## src/rtl/uart_sched_pkg.sv

```systemverilog
// Shared types and default widths for the UART TX FIFO scheduler.
package uart_sched_pkg;

    localparam int unsigned DEF_SIZE_DATA  = 8;
    localparam int unsigned DEF_SIZE_DEPTH = 16;
    localparam int unsigned DEF_NUM_REQ    = 2;
    localparam int unsigned DEF_AF_THRESH  = 12;

    // Read-side drain FSM states
    typedef enum logic [1:0] {IDLE, FETCH, HOLD} rd_state_e;

endpackage

```

## src/rtl/rr_arbiter.sv

```systemverilog
// Round-robin arbiter with a combinational one-hot grant. The search starts at the pointer and
// wraps; the pointer moves to one past the winner and holds when nothing is granted.
module rr_arbiter #(
    parameter int unsigned N = 2
) (
    input  logic         i_clk,
    input  logic         i_rst,
    input  logic [N-1:0] i_req,
    input  logic         i_en,
    output logic [N-1:0] o_gnt
);

    localparam int unsigned PW = (N > 1) ? $clog2(N) : 1;

    logic [PW-1:0] ptr_q, ptr_d;
    logic [PW-1:0] gnt_idx;
    logic [PW-1:0] idx;
    logic          found;

    // First asserted request at or after the pointer wins
    always_comb begin
        o_gnt   = '0;
        found   = 1'b0;
        gnt_idx = '0;
        idx     = '0;
        if (i_en) begin
            for (int i = 0; i < int'(N); i++) begin
                idx = PW'((int'(ptr_q) + i) % int'(N));
                if (!found && i_req[idx]) begin
                    found      = 1'b1;
                    o_gnt[idx] = 1'b1;
                    gnt_idx    = idx;
                end
            end
        end
        ptr_d = ptr_q;
        if (found) begin
            ptr_d = (gnt_idx == PW'(N - 1)) ? '0 : gnt_idx + 1'b1;
        end
    end

    // Pointer register
    always_ff @(posedge i_clk) begin
        if (i_rst) begin
            ptr_q <= '0;
        end else begin
            ptr_q <= ptr_d;
        end
    end

endmodule

```

## src/rtl/uart_fifo_sched.sv

```systemverilog
// UART TX FIFO scheduler: round-robin write-port sharing plus a read drain into a valid/ready
// byte stream. Optional occupancy counter enabled by defining UART_FIFO_LEVEL_EN; without it
// o_level and o_almost_full are tied low.
module uart_fifo_sched
    import uart_sched_pkg::*;
#(
    parameter int unsigned SIZE_DATA  = DEF_SIZE_DATA,
    parameter int unsigned SIZE_DEPTH = DEF_SIZE_DEPTH,
    parameter int unsigned NUM_REQ    = DEF_NUM_REQ,
    parameter int unsigned AF_THRESH  = DEF_AF_THRESH
) (
    input  logic                           i_clk,
    input  logic                           i_rst,
    input  logic [NUM_REQ-1:0]             i_req,
    input  logic [NUM_REQ*SIZE_DATA-1:0]   i_req_data,
    output logic [NUM_REQ-1:0]             o_gnt,
    output logic                           o_fifo_wr_en,
    output logic [SIZE_DATA-1:0]           o_fifo_wdata,
    input  logic                           i_fifo_full,
    output logic                           o_fifo_rd_en,
    input  logic [SIZE_DATA-1:0]           i_fifo_rdata,
    input  logic                           i_fifo_empty,
    output logic                           o_tx_valid,
    output logic [SIZE_DATA-1:0]           o_tx_data,
    input  logic                           i_tx_ready,
    output logic [$clog2(SIZE_DEPTH):0]    o_level,
    output logic                           o_almost_full
);

    localparam int unsigned LVL_W = $clog2(SIZE_DEPTH) + 1;

    if (NUM_REQ < 2 || AF_THRESH > SIZE_DEPTH) begin : g_bad_cfg
        $error("uart_fifo_sched: NUM_REQ must be >= 2 and AF_THRESH <= SIZE_DEPTH");
    end

    // ---------------- write side ----------------
    logic arb_en;

    // No grants while full or while reset is held
    assign arb_en = !i_fifo_full && !i_rst;

    rr_arbiter #(
        .N (NUM_REQ)
    ) u_arb (
        .i_clk (i_clk),
        .i_rst (i_rst),
        .i_req (i_req),
        .i_en  (arb_en),
        .o_gnt (o_gnt)
    );

    assign o_fifo_wr_en = |o_gnt;

    // Forward the granted requester's byte
    always_comb begin
        o_fifo_wdata = '0;
        for (int k = 0; k < int'(NUM_REQ); k++) begin
            if (o_gnt[k]) begin
                o_fifo_wdata = i_req_data[k*SIZE_DATA +: SIZE_DATA];
            end
        end
    end

    // ---------------- read side ----------------
    rd_state_e            state_q, state_d;
    logic                 tx_valid_q, tx_valid_d;
    logic [SIZE_DATA-1:0] tx_data_q, tx_data_d;
    logic                 rd_en;

    // Drain FSM: pulse rd_en, capture next cycle, hold until the shifter takes it
    always_comb begin
        state_d    = state_q;
        tx_valid_d = tx_valid_q;
        tx_data_d  = tx_data_q;
        rd_en      = 1'b0;
        unique case (state_q)
            IDLE: begin
                if (!i_fifo_empty) begin
                    rd_en   = 1'b1;
                    state_d = FETCH;
                end
            end
            FETCH: begin
                tx_data_d  = i_fifo_rdata;
                tx_valid_d = 1'b1;
                state_d    = HOLD;
            end
            HOLD: begin
                if (i_tx_ready) begin
                    tx_valid_d = 1'b0;
                    if (!i_fifo_empty) begin
                        rd_en   = 1'b1;
                        state_d = FETCH;
                    end else begin
                        state_d = IDLE;
                    end
                end
            end
            default: state_d = IDLE;
        endcase
    end

    // Drain FSM state and output byte registers
    always_ff @(posedge i_clk) begin
        if (i_rst) begin
            state_q    <= IDLE;
            tx_valid_q <= 1'b0;
            tx_data_q  <= '0;
        end else begin
            state_q    <= state_d;
            tx_valid_q <= tx_valid_d;
            tx_data_q  <= tx_data_d;
        end
    end

    assign o_fifo_rd_en = rd_en && !i_rst;
    assign o_tx_valid   = tx_valid_q;
    assign o_tx_data    = tx_data_q;

    // ---------------- occupancy ----------------
`ifdef UART_FIFO_LEVEL_EN
    logic [LVL_W-1:0] level_q, level_d;
    logic             af_q;

    // Saturating up/down count; simultaneous write and read cancel
    always_comb begin
        level_d = level_q;
        if (o_fifo_wr_en && !o_fifo_rd_en && level_q != LVL_W'(SIZE_DEPTH)) begin
            level_d = level_q + 1'b1;
        end else if (!o_fifo_wr_en && o_fifo_rd_en && level_q != '0) begin
            level_d = level_q - 1'b1;
        end
    end

    // Level and almost-full registers (almost-full looks at the next level)
    always_ff @(posedge i_clk) begin
        if (i_rst) begin
            level_q <= '0;
            af_q    <= 1'b0;
        end else begin
            level_q <= level_d;
            af_q    <= (level_d >= LVL_W'(AF_THRESH));
        end
    end

    assign o_level       = level_q;
    assign o_almost_full = af_q;
`else
    assign o_level       = '0;
    assign o_almost_full = 1'b0;
`endif

endmodule

```

## config.mk

```make
export PLATFORM = sky130hd
export DESIGN_NAME = uart_fifo_sched
export DESIGN_NICKNAME = d
export VERILOG_FILES = /design/src/rtl/uart_sched_pkg.sv /design/src/rtl/rr_arbiter.sv /design/src/rtl/uart_fifo_sched.sv
export SDC_FILE = /design/constraint.sdc
export NUM_CORES = 1
export LEC_CHECK = 0
export ABC_AREA = 0
export CAP_MARGIN = 20
export CELL_PAD_IN_SITES_DETAIL_PLACEMENT = 0
export CELL_PAD_IN_SITES_GLOBAL_PLACEMENT = 1
export CORE_MARGIN = 4
export CORE_UTILIZATION = 17
export CTS_CLUSTER_SIZE = 12
export DETAILED_ROUTE_END_ITERATION = 8
export GPL_TIMING_DRIVEN = 0
export PLACE_DENSITY_LB_ADDON = 0.1
export SETUP_SLACK_MARGIN = 0.2
export SLEW_MARGIN = 20
export SYNTH_ARGS = -nofsm -noshare
export SYNTH_HDL_FRONTEND = slang
export SYNTH_SLANG_ARGS = --single-unit
```

## constraint.sdc

```tcl
create_clock -name i_clk -period 1 [get_ports i_clk]
set_input_delay 0.2 -clock i_clk [delete_from_list [all_inputs] [get_ports i_clk]]
set_output_delay 0.2 -clock i_clk [all_outputs]
set_load 0.02 [all_outputs]
```

# == Word-level counts from Yosys, hierarchy flattened ==
# Index checks and enable logic that the tools add are counted.
# Widths: inputs -> output; s select.
# totals
register_bits,12
latch_bits,0
ramBits,0
rom_bits,0
wordCells,59
n_memories,0
# op_classes
n_addsub,2
multipliers,0
div_mod_pow,0
magnitude_cmp,4
eq_ne,4
shift,0
n_mux,31
bitwise,1
n_reduce_logical,13
# op_table
operator,n
$mux 1,18
$mux 8,2
$mux 2,6
$pmux 2 s3,1
$logic_and 1x1->1,5
$lt 1x2->1 const B,2
$ne 2x2->1 const B,2
$pmux 1 s2,2
$reduce_and 2->1,2
$logic_not 1->1,3
$add 1x1->1 const B,2
$demux 1 s1,2
$eq 2x1->1 const B,1
$eq 2x2->1 const B,1
$ge 1x1->1 const B,2
$logic_not 2->1,1
$or 2x2->2,1
$reduce_bool 2->1,1
$reduce_or 2->1,1

# == Longest topological paths before layout ==
# Gate-level depths: netlist of the first run.
# logic_depth
word_depth,11
depth_mapped,4
mapped_depth_nobuf,3

# == By module ==
# A second synthesis of the first run with hierarchy kept.
# unflattened
cells_unflattened,79
area_unflattened_um2,609.3
# modules_own_cells
module,instances,cells_each,area_per_inst_um2,seq_area_each_um2
uart_fifo_sched,1,71,554.3,220.2
rr_arbiter,1,8,55.1,20.0

# == Worst setup path after synthesis of the first run ==
# Ideal clock, no wire load.
# synth_timing
path_type,reg-to-output
startpoint,reg state_q[1]
endpoint,out o_fifo_rd_en
arrival_time_ns,1.076
required_time_ns,0.800
setup_slack_ns,-0.276
path_stages_with_launch,3
cell_sequence,dfxtp_1 > nor2b_1 > nor4_1
# synth_between
elab_chain_cells,3
word_cells_on_any_way,4
# synth_lines
item,line_no,text
from (decl),uart_fifo_sched.sv:65,"rd_state_e state_q, state_d;"
from (signal assigned),uart_fifo_sched.sv:110,state_q <= state_d;
$eq 2x2->1 or $logic_not 2->1 (tied branches),uart_fifo_sched.sv:76,unique case (state_q)
$pmux 1 s2 (*),uart_fifo_sched.sv:76,
$logic_and 1x1->1 (*),uart_fifo_sched.sv:116,assign o_fifo_rd_en = rd_en && !i_rst;
to (decl),uart_fifo_sched.sv:20,"output logic o_fifo_rd_en,"
# Every way passes the cells marked *; elsewhere a longest branch is shown, timed or not.

# == Worst setup path in the final report of the first run ==
# layout_timing
startpoint,reg u_arb.ptr_q
endpoint,out o_fifo_wdata[4]
# layout_between
elab_chain_cells,11
word_cells_on_any_way,26
# layout_lines
item,line_no,text
from (decl),rr_arbiter.sv:15,"logic [PW-1:0] ptr_q, ptr_d;"
from (signal assigned),rr_arbiter.sv:47,ptr_q <= ptr_d;
$lt 1x2->1 (implied by the code) or $ge 1x1->1 (tied branches),rr_arbiter.sv:31,o_gnt[idx] = 1'b1;
$logic_and 1x1->1 (implied by the code),rr_arbiter.sv:31,
$mux 1 (implied by the code),rr_arbiter.sv:31,
$demux 1 s1,n/a,
$mux 2,rr_arbiter.sv:29,if (!found && i_req[idx]) begin
$mux 2,rr_arbiter.sv:26,if (i_en) begin
$or 2x2->2 (no line),n/a,
$mux 2 (*),rr_arbiter.sv:29,
$mux 2 (*),rr_arbiter.sv:26,
$mux 8,uart_fifo_sched.sv:58,if (o_gnt[k]) begin
$mux 8 (*),uart_fifo_sched.sv:58,
to (decl),uart_fifo_sched.sv:18,"output logic [SIZE_DATA-1:0] o_fifo_wdata,"
# Every way passes the cells marked *; elsewhere a longest branch is shown, timed or not. The select of a mux whose other input is x is not followed.

==> results of run 1 <==
-- cell usage after synthesis --
cell	number	area share (%)
o21a_1	1	1.2
a22o_1	8	12
a311oi_1	1	1.5
buf_2	2	1.7
nand2_1	17	11
o21ai_1	1	0.83
nand2b_1	3	3.1
buf_4	6	7.5
a211oi_1	1	1.2
inv_1	2	1.2
nor2b_1	2	2.1
nor2_1	2	1.2
nor4_1	2	2.1
a21oi_1	10	8.3
clkbuf_1	2	1.2
and3_1	2	2.1
buf_6	1	1.9
dfxtp_1	12	40
conb_1	1	0.62
-- sequential cells by signal (all words and copies together), names as in the netlist --
name         flops
state_q          2
o_tx_data        8
o_tx_valid       1
u_arb.ptr_q      1
-- cell families (layout without fill, tap and decap cells) --
group / Yosys count / in the layout / synth area share, %
buf+inv: 13 / 83 / 13.5
flops: 12 / 12 / 39.9
compound gates: 22 / 22 / 24.7
other cells: 1 / 6 / 0.623
simple gates: 28 / 28 / 21.2
-- metal layers --
metal	up-vias	routed length (um)
met4	0	15
met5	-	0
met3	2	247
met1	359	925
li1	398	-
met2	36	1140
-- critical path, cell delays in order (launching register included) --
cell and delay (ns):
dfxtp_2 0.33, nand2b_4 0.12, and3_4 0.15, buf_6 0.13, a22o_4 0.21, buf_6 0.13
-- layout make-up --
cell class	instances	area (um2)
flip-flops and latches	12	258
fillers	332	1770
inverters	2	7.51
repair buffers	66	686
well taps	46	57.6
clock buffers	4	36.3
multi-input cells	56	482
plain buffers	11	96.3
-- what timing repair did --
| item | in CTS | in global routing |
|---|---|---|
| gates resized for setup | 175 | 15 |
| buffers inserted | 7 | 5 |
| setup endpoints to repair | 33 | 33 |
| cloned | 3 | 0 |
| pin swaps | 8 | 8 |
-- per-stage QoR --
stage | worst slack (ns) | util (%) | TNS, ns
6_report | -0.546 | 47.9 | -6.96
3_3_place_gp | -1.20 | 37.7 | -18.63
2_1_floorplan | -0.166 | - | -1.35
3_5_place_dp | -1.20 | 37.7 | -18.81
5_1_grt | -0.584 | 47.9 | -7.92
4_1_cts | -0.562 | 44.9 | -5.48
-- how the worst max path moves through the flow --
stage	start	slack, ns	cells past startpoint	to
floorplan	u_arb.ptr_q	-0.17	4	o_fifo_wdata[0]
global placement	i_rst	-1.20	6	o_fifo_wdata[0]
detailed placement	i_rst	-1.20	6	o_fifo_wdata[4]
CTS	u_arb.ptr_q	-0.56	5	o_fifo_wdata[4]
global route	u_arb.ptr_q	-0.58	5	o_fifo_wdata[7]
finish	u_arb.ptr_q	-0.55	5	o_fifo_wdata[4]
-- cells in the final DEF, fill, tap and decap left out, drive strengths merged, types with 2 or more instances in the layout --
| cell type | count |
|---|---|
| nor2 | 2 |
| nand2 | 17 |
| and3 | 2 |
| clkdlybuf4s50 | 24 |
| buf | 46 |
| dlygate4sd2 | 2 |
| nor4 | 2 |
| nand2b | 3 |
| a22o | 8 |
| nor2b | 2 |
| conb | 6 |
| a21oi | 10 |
| inv | 2 |
| clkbuf | 7 |
| dfxtp | 12 |
-- power by group --
part / switching, mW / internal, mW / total [mW] / leakage (nW)
Combinational: 0.223 / 0.328 / 0.551 / 0.597
Clock: 0.166 / 0.221 / 0.387 / 0.0210
Sequential: 0.0188 / 0.507 / 0.526 / 0.103
==> run_summary.xml, run 1 <==
<?xml version="1.0" encoding="UTF-8"?>
<metrics>
  <group name="worst_setup_path">
    <metric name="rr_startpoint" unit="">state_q[0]</metric>
    <metric name="setup.worst_path.class" unit="">register to output port</metric>
    <metric name="worstPathRequired" unit="ns">0.80</metric>
    <metric name="critical_path_arrival" unit="ns">1.35</metric>
    <metric name="worstRegToRegCells" unit="">7</metric>
    <metric name="worstReg2RegEnd" unit="">o_tx_data[2]</metric>
    <metric name="reg2reg_setup_slack" unit="ns">-0.19</metric>
    <metric name="timing.critical_path.fanout_max" unit="">5</metric>
    <metric name="worst_setup_path_start_kind" unit="">register</metric>
    <metric name="critical_path.endpoint_type" unit="">output port</metric>
  </group>
  <group name="hold_path">
    <metric name="hold-path-endpoint" unit="">state_q[0]</metric>
    <metric name="hold_path_class" unit="">primary input to register</metric>
    <metric name="worstHoldPathCells" unit="">2</metric>
    <metric name="min_from" unit="">i_rst</metric>
  </group>
  <group name="detailed_routing">
    <metric name="routedWlPerCell" unit="um">11.8</metric>
    <metric name="route.detailed.drc" unit="">0</metric>
    <metric name="vias" unit="">795</metric>
    <metric name="totalWireLength" unit="um">2330</metric>
    <metric name="detail_route.vias_per_cell" unit="">4.04</metric>
    <metric name="drt_first_iter_violations" unit="">2</metric>
    <metric name="final_antenna_net_count" unit="">0</metric>
    <metric name="drt-pass1-iter-count" unit="">2</metric>
  </group>
  <group name="floorplanning">
    <metric name="core_area" unit="mm2">0.00339</metric>
    <metric name="area_enclosed_by_the_die_boundary" unit="mm2">0.00456</metric>
    <metric name="core.rowCount" unit="">21</metric>
    <metric name="width_of_the_die" unit="um">67.5</metric>
    <metric name="initial_core_util" unit="%">17.8</metric>
    <metric name="die_height" unit="um">67.5</metric>
    <metric name="io_pins" unit="">58</metric>
  </group>
  <group name="finish">
    <metric name="final_layout_size_suffix_gt1_share" unit="%">60.9</metric>
    <metric name="layoutNonFillerInstCount" unit="">197</metric>
    <metric name="syn2layout_area_growth" unit="%">170</metric>
    <metric name="antennaDiodeCount" unit="">0</metric>
    <metric name="post-route-cell-area" unit="mm2">0.00162</metric>
    <metric name="layout.nets" unit="">183</metric>
  </group>
  <group name="synth">
    <metric name="mappedNetlistArea" unit="um2">602</metric>
    <metric name="synth_seq_cells" unit="">12</metric>
    <metric name="ys_warn_count" unit="">0</metric>
    <metric name="sequential_to_total_area_share_from_yosys_stat" unit="%">39.9</metric>
    <metric name="syn-mean-instance-area" unit="um2">7.92</metric>
    <metric name="synthesis.instances" unit="">76</metric>
    <metric name="post_synth_num_cell_types" unit="">19</metric>
  </group>
  <group name="global_routing">
    <metric name="grt.total_usage" unit="%">9.28</metric>
    <metric name="overflow" unit="">0</metric>
    <metric name="globalRouteMet1Util" unit="%">9.80</metric>
    <metric name="grt_antenna_before_repair" unit="">0</metric>
    <metric name="global_route_wire_length_before_repair" unit="um">3260</metric>
    <metric name="met2_usage" unit="%">17.4</metric>
    <metric name="pin_count_of_the_biggest_net_entering_global_routing" unit="">11</metric>
    <metric name="grt_util_met3" unit="%">3.66</metric>
    <metric name="global_route.peak_usage_layer" unit="">met2</metric>
    <metric name="via_count_of_the_first_global_routing_pass" unit="">732</metric>
  </group>
  <group name="clock_tree">
    <metric name="cts_sinks" unit="">12</metric>
    <metric name="h-tree-depth" unit="">1</metric>
    <metric name="cts_buffers" unit="">3</metric>
    <metric name="clk_transition_reported_paths" unit="ns">0.08</metric>
    <metric name="clock_path_buffers" unit="">2</metric>
    <metric name="clock_root_buffer" unit="">clkbuf_4</metric>
    <metric name="cts.hold.buffers_added" unit="">0</metric>
    <metric name="worstSkewPairLatency" unit="ns">0.27</metric>
    <metric name="tritoncts" unit="">done</metric>
  </group>
  <group name="sta">
    <metric name="fmaxAchievable" unit="MHz">647</metric>
    <metric name="timing_hold_violations_final" unit="">0</metric>
    <metric name="drv_slew" unit="">0</metric>
    <metric name="timing.final.ws_setup" unit="ns">-0.546</metric>
    <metric name="grt_setup_unrepaired" unit="">true</metric>
    <metric name="final.setup_skew" unit="ns">0.00657</metric>
    <metric name="tightest_slew" unit="ns">0.598</metric>
    <metric name="timing.final.crit_share" unit="%">155</metric>
    <metric name="timing.final.setup_violations" unit="">22</metric>
    <metric name="timing.hold.ws" unit="ns">0.115</metric>
    <metric name="slew_headroom" unit="%">60.1</metric>
    <metric name="post-route-min-period" unit="ns">1.55</metric>
  </group>
  <group name="status">
    <metric name="violations" unit="">negative setup slack</metric>
    <metric name="outcome" unit="">finished, violations left</metric>
  </group>
  <group name="placement">
    <metric name="io_buffers" unit="">51</metric>
    <metric name="dpl.hpwl" unit="um">1610</metric>
    <metric name="dp.cells" unit="">178</metric>
    <metric name="cell_area_reported_after_detailed_placement" unit="mm2">0.00128</metric>
    <metric name="place_congestion" unit="">0.645</metric>
  </group>
  <group name="power_and_ir_drop">
    <metric name="design_power_total" unit="mW">1.46</metric>
    <metric name="cellLeakagePower" unit="nW">0.722</metric>
    <metric name="power_per_cell_area" unit="mW/mm2">902</metric>
    <metric name="ir_drop_worst_case_vdd" unit="V">0.000601</metric>
  </group>
  <group name="run">
    <metric name="drv.max_cap_violation_count" unit="">0</metric>
  </group>
</metrics>
Power figures use the tool's default switching activity.
==> run 2: changes to the inputs <==
- HOLD_SLACK_MARGIN: not set -> 0.08
- RECOVER_POWER: not set -> 25
==> run_summary.xml, run 2 (synthesized netlist as in run 1, its figures left out) <==
<?xml version="1.0" encoding="UTF-8"?>
<metrics>
  <group name="status">
    <metric name="outcome" unit="">finished, violations left</metric>
    <metric name="violations" unit="">negative setup slack</metric>
  </group>
  <group name="finish">
    <metric name="flip_flop_count_of_the_largest_register_after_layout" unit="">8</metric>
    <metric name="post-route-cell-area" unit="mm2">0.00162</metric>
    <metric name="most_common_cell_after_layout_fill_and_taps_aside" unit="">buf_6</metric>
    <metric name="antennaDiodeCount" unit="">0</metric>
    <metric name="commonest_non_fill_non_tap_cells_in_the_layout" unit="">buf_6, clkdlybuf4s50_1, nand2_1</metric>
    <metric name="final_core_util" unit="%">47.8</metric>
    <metric name="syn2layout_area_growth" unit="%">169</metric>
    <metric name="final_layout_size_suffix_gt1_share" unit="%">60.3</metric>
    <metric name="layout.nets" unit="">183</metric>
    <metric name="layoutNonFillerInstCount" unit="">197</metric>
  </group>
  <group name="detailed_routing">
    <metric name="totalWireLength" unit="um">2330</metric>
    <metric name="drt_first_iter_violations" unit="">2</metric>
    <metric name="detail_route.vias_per_cell" unit="">4.04</metric>
    <metric name="drt-pass1-iter-count" unit="">2</metric>
    <metric name="final_antenna_net_count" unit="">0</metric>
    <metric name="vias" unit="">795</metric>
    <metric name="routedWlPerCell" unit="um">11.8</metric>
    <metric name="route.detailed.drc" unit="">0</metric>
  </group>
  <group name="power_and_ir_drop">
    <metric name="p_comb_share" unit="%">37.7</metric>
    <metric name="power.share.sequential" unit="%">35.9</metric>
    <metric name="switching_share" unit="%">27.8</metric>
    <metric name="power.clock.fraction" unit="%">26.4</metric>
    <metric name="cellLeakagePower" unit="nW">0.721</metric>
    <metric name="ir_drop_worst_case_vdd" unit="V">0.000601</metric>
    <metric name="p_sw" unit="mW">0.407</metric>
    <metric name="power_per_cell_area" unit="mW/mm2">903</metric>
    <metric name="p_int" unit="mW">1.06</metric>
  </group>
  <group name="placement">
    <metric name="io_buffers" unit="">51</metric>
    <metric name="dp.cells" unit="">178</metric>
    <metric name="place_congestion" unit="">0.645</metric>
    <metric name="dpl.hpwl" unit="um">1610</metric>
    <metric name="cell_area_reported_after_detailed_placement" unit="mm2">0.00128</metric>
    <metric name="place_ws" unit="ns">-1.20</metric>
  </group>
  <group name="worst_setup_path">
    <metric name="worst_setup_path_start_kind" unit="">register</metric>
    <metric name="critical_path_arrival" unit="ns">1.35</metric>
    <metric name="setup.worst_path.class" unit="">register to output port</metric>
    <metric name="timing.critical_path.fanout_max" unit="">5</metric>
    <metric name="worstPathRequired" unit="ns">0.80</metric>
    <metric name="critical_path.endpoint_type" unit="">output port</metric>
  </group>
  <group name="hold_path">
    <metric name="hold_path_class" unit="">primary input to register</metric>
  </group>
  <group name="floorplanning">
    <metric name="area_enclosed_by_the_die_boundary" unit="mm2">0.00456</metric>
    <metric name="core.rowCount" unit="">21</metric>
    <metric name="core_area" unit="mm2">0.00339</metric>
    <metric name="width_of_the_die" unit="um">67.5</metric>
    <metric name="io_pins" unit="">58</metric>
    <metric name="die_height" unit="um">67.5</metric>
    <metric name="initial_core_util" unit="%">17.8</metric>
  </group>
  <group name="global_routing">
    <metric name="global_route_wire_length_before_repair" unit="um">3260</metric>
    <metric name="grt_antenna_before_repair" unit="">0</metric>
    <metric name="pin_count_of_the_biggest_net_entering_global_routing" unit="">11</metric>
    <metric name="overflow" unit="">0</metric>
    <metric name="via_count_of_the_first_global_routing_pass" unit="">732</metric>
    <metric name="grt.total_usage" unit="%">9.28</metric>
  </group>
  <group name="sta">
    <metric name="timing.final.setup_violations" unit="">22</metric>
    <metric name="timing_hold_violations_final" unit="">0</metric>
    <metric name="grt_setup_unrepaired" unit="">true</metric>
    <metric name="tightest_slew" unit="ns">0.598</metric>
    <metric name="timing.final.ws_setup" unit="ns">-0.546</metric>
    <metric name="timing.final.crit_share" unit="%">155</metric>
    <metric name="fmaxAchievable" unit="MHz">647</metric>
    <metric name="slew_headroom" unit="%">60.1</metric>
    <metric name="final.setup_skew" unit="ns">0.00657</metric>
    <metric name="post-route-min-period" unit="ns">1.55</metric>
    <metric name="drv_slew" unit="">0</metric>
    <metric name="timing.hold.ws" unit="ns">0.115</metric>
  </group>
  <group name="clock_tree">
    <metric name="tritoncts" unit="">done</metric>
    <metric name="cts.hold.buffers_added" unit="">0</metric>
    <metric name="clock_path_buffers" unit="">2</metric>
    <metric name="cts_buffers" unit="">3</metric>
    <metric name="worstSkewPairLatency" unit="ns">0.27</metric>
    <metric name="clk_transition_reported_paths" unit="ns">0.08</metric>
    <metric name="clock_root_buffer" unit="">clkbuf_4</metric>
    <metric name="cts_sinks" unit="">12</metric>
    <metric name="h-tree-depth" unit="">1</metric>
  </group>
  <group name="run">
    <metric name="drv.max_cap_violation_count" unit="">0</metric>
  </group>
</metrics>
run 2: changes by cell type in the layout (fill, tap and decap cells not counted):
cell / change
dfxtp_1: +1
dfxtp_2: -1
run 2: routing by layer:
metal	global-route usage (%)	part of all wire, %
met1	9.80	40
met2	17.4	49
met3	3.66	11
met4	1.52	0.64
met5	0	0
run 2: path summary, 6_finish.rpt:
check,startpoint,endpoint,slack (ns),cells after the start
hold reg to reg,o_tx_data[5],o_tx_data[5],0.47,2
hold / removal,i_rst,state_q[0],0.12,2
setup reg to reg,state_q[0],o_tx_data[2],-0.19,7
setup / recovery,u_arb.ptr_q,o_fifo_wdata[4],-0.55,5
run 2: layout make-up:
class | instances | area (um2)
Fill cell | 332 | 1770
Timing Repair Buffer | 66 | 686
Multi-Input combinational cell | 56 | 482
Sequential cell | 12 | 256
Buffer | 11 | 96.3
Tap cell | 46 | 57.6
Clock buffer | 4 | 36.3
Inverter | 2 | 7.51
run 2: repair_timing:
action                     CTS  global route
setup endpoints to repair   33            33
pin swaps                    8             8
cloned                       3             0
setup buffers                7             5
gates resized for setup    175            15
run 2: critical path, stage by stage, from the launching register on:
cell and delay (ns):
dfxtp_2 0.33, nand2b_4 0.12, and3_4 0.15, buf_6 0.13, a22o_4 0.21, buf_6 0.13
run 2: power groups by stage:
stage / Clock (mW) / Sequential (mW) / Combinational [mW]
finish: 0.387 / 0.526 / 0.551
global route: 0.412 / 0.529 / 0.586
CTS: 0.400 / 0.525 / 0.514
detailed placement: 0 / 0.535 / 0.422
global placement: 0 / 0.534 / 0.419
floorplan: 0 / 0.554 / 0.173
run 2: metrics by stage:
| stage | power [mW] | setup TNS [ns] |
|---|---|---|
| detailed placement | 0.957 | -18.81 |
| global placement | 0.952 | -18.63 |
| floorplan | 0.727 | -1.35 |
| CTS | 1.44 | -5.48 |
| global route | 1.53 | -7.91 |
| finish | 1.46 | -6.96 |
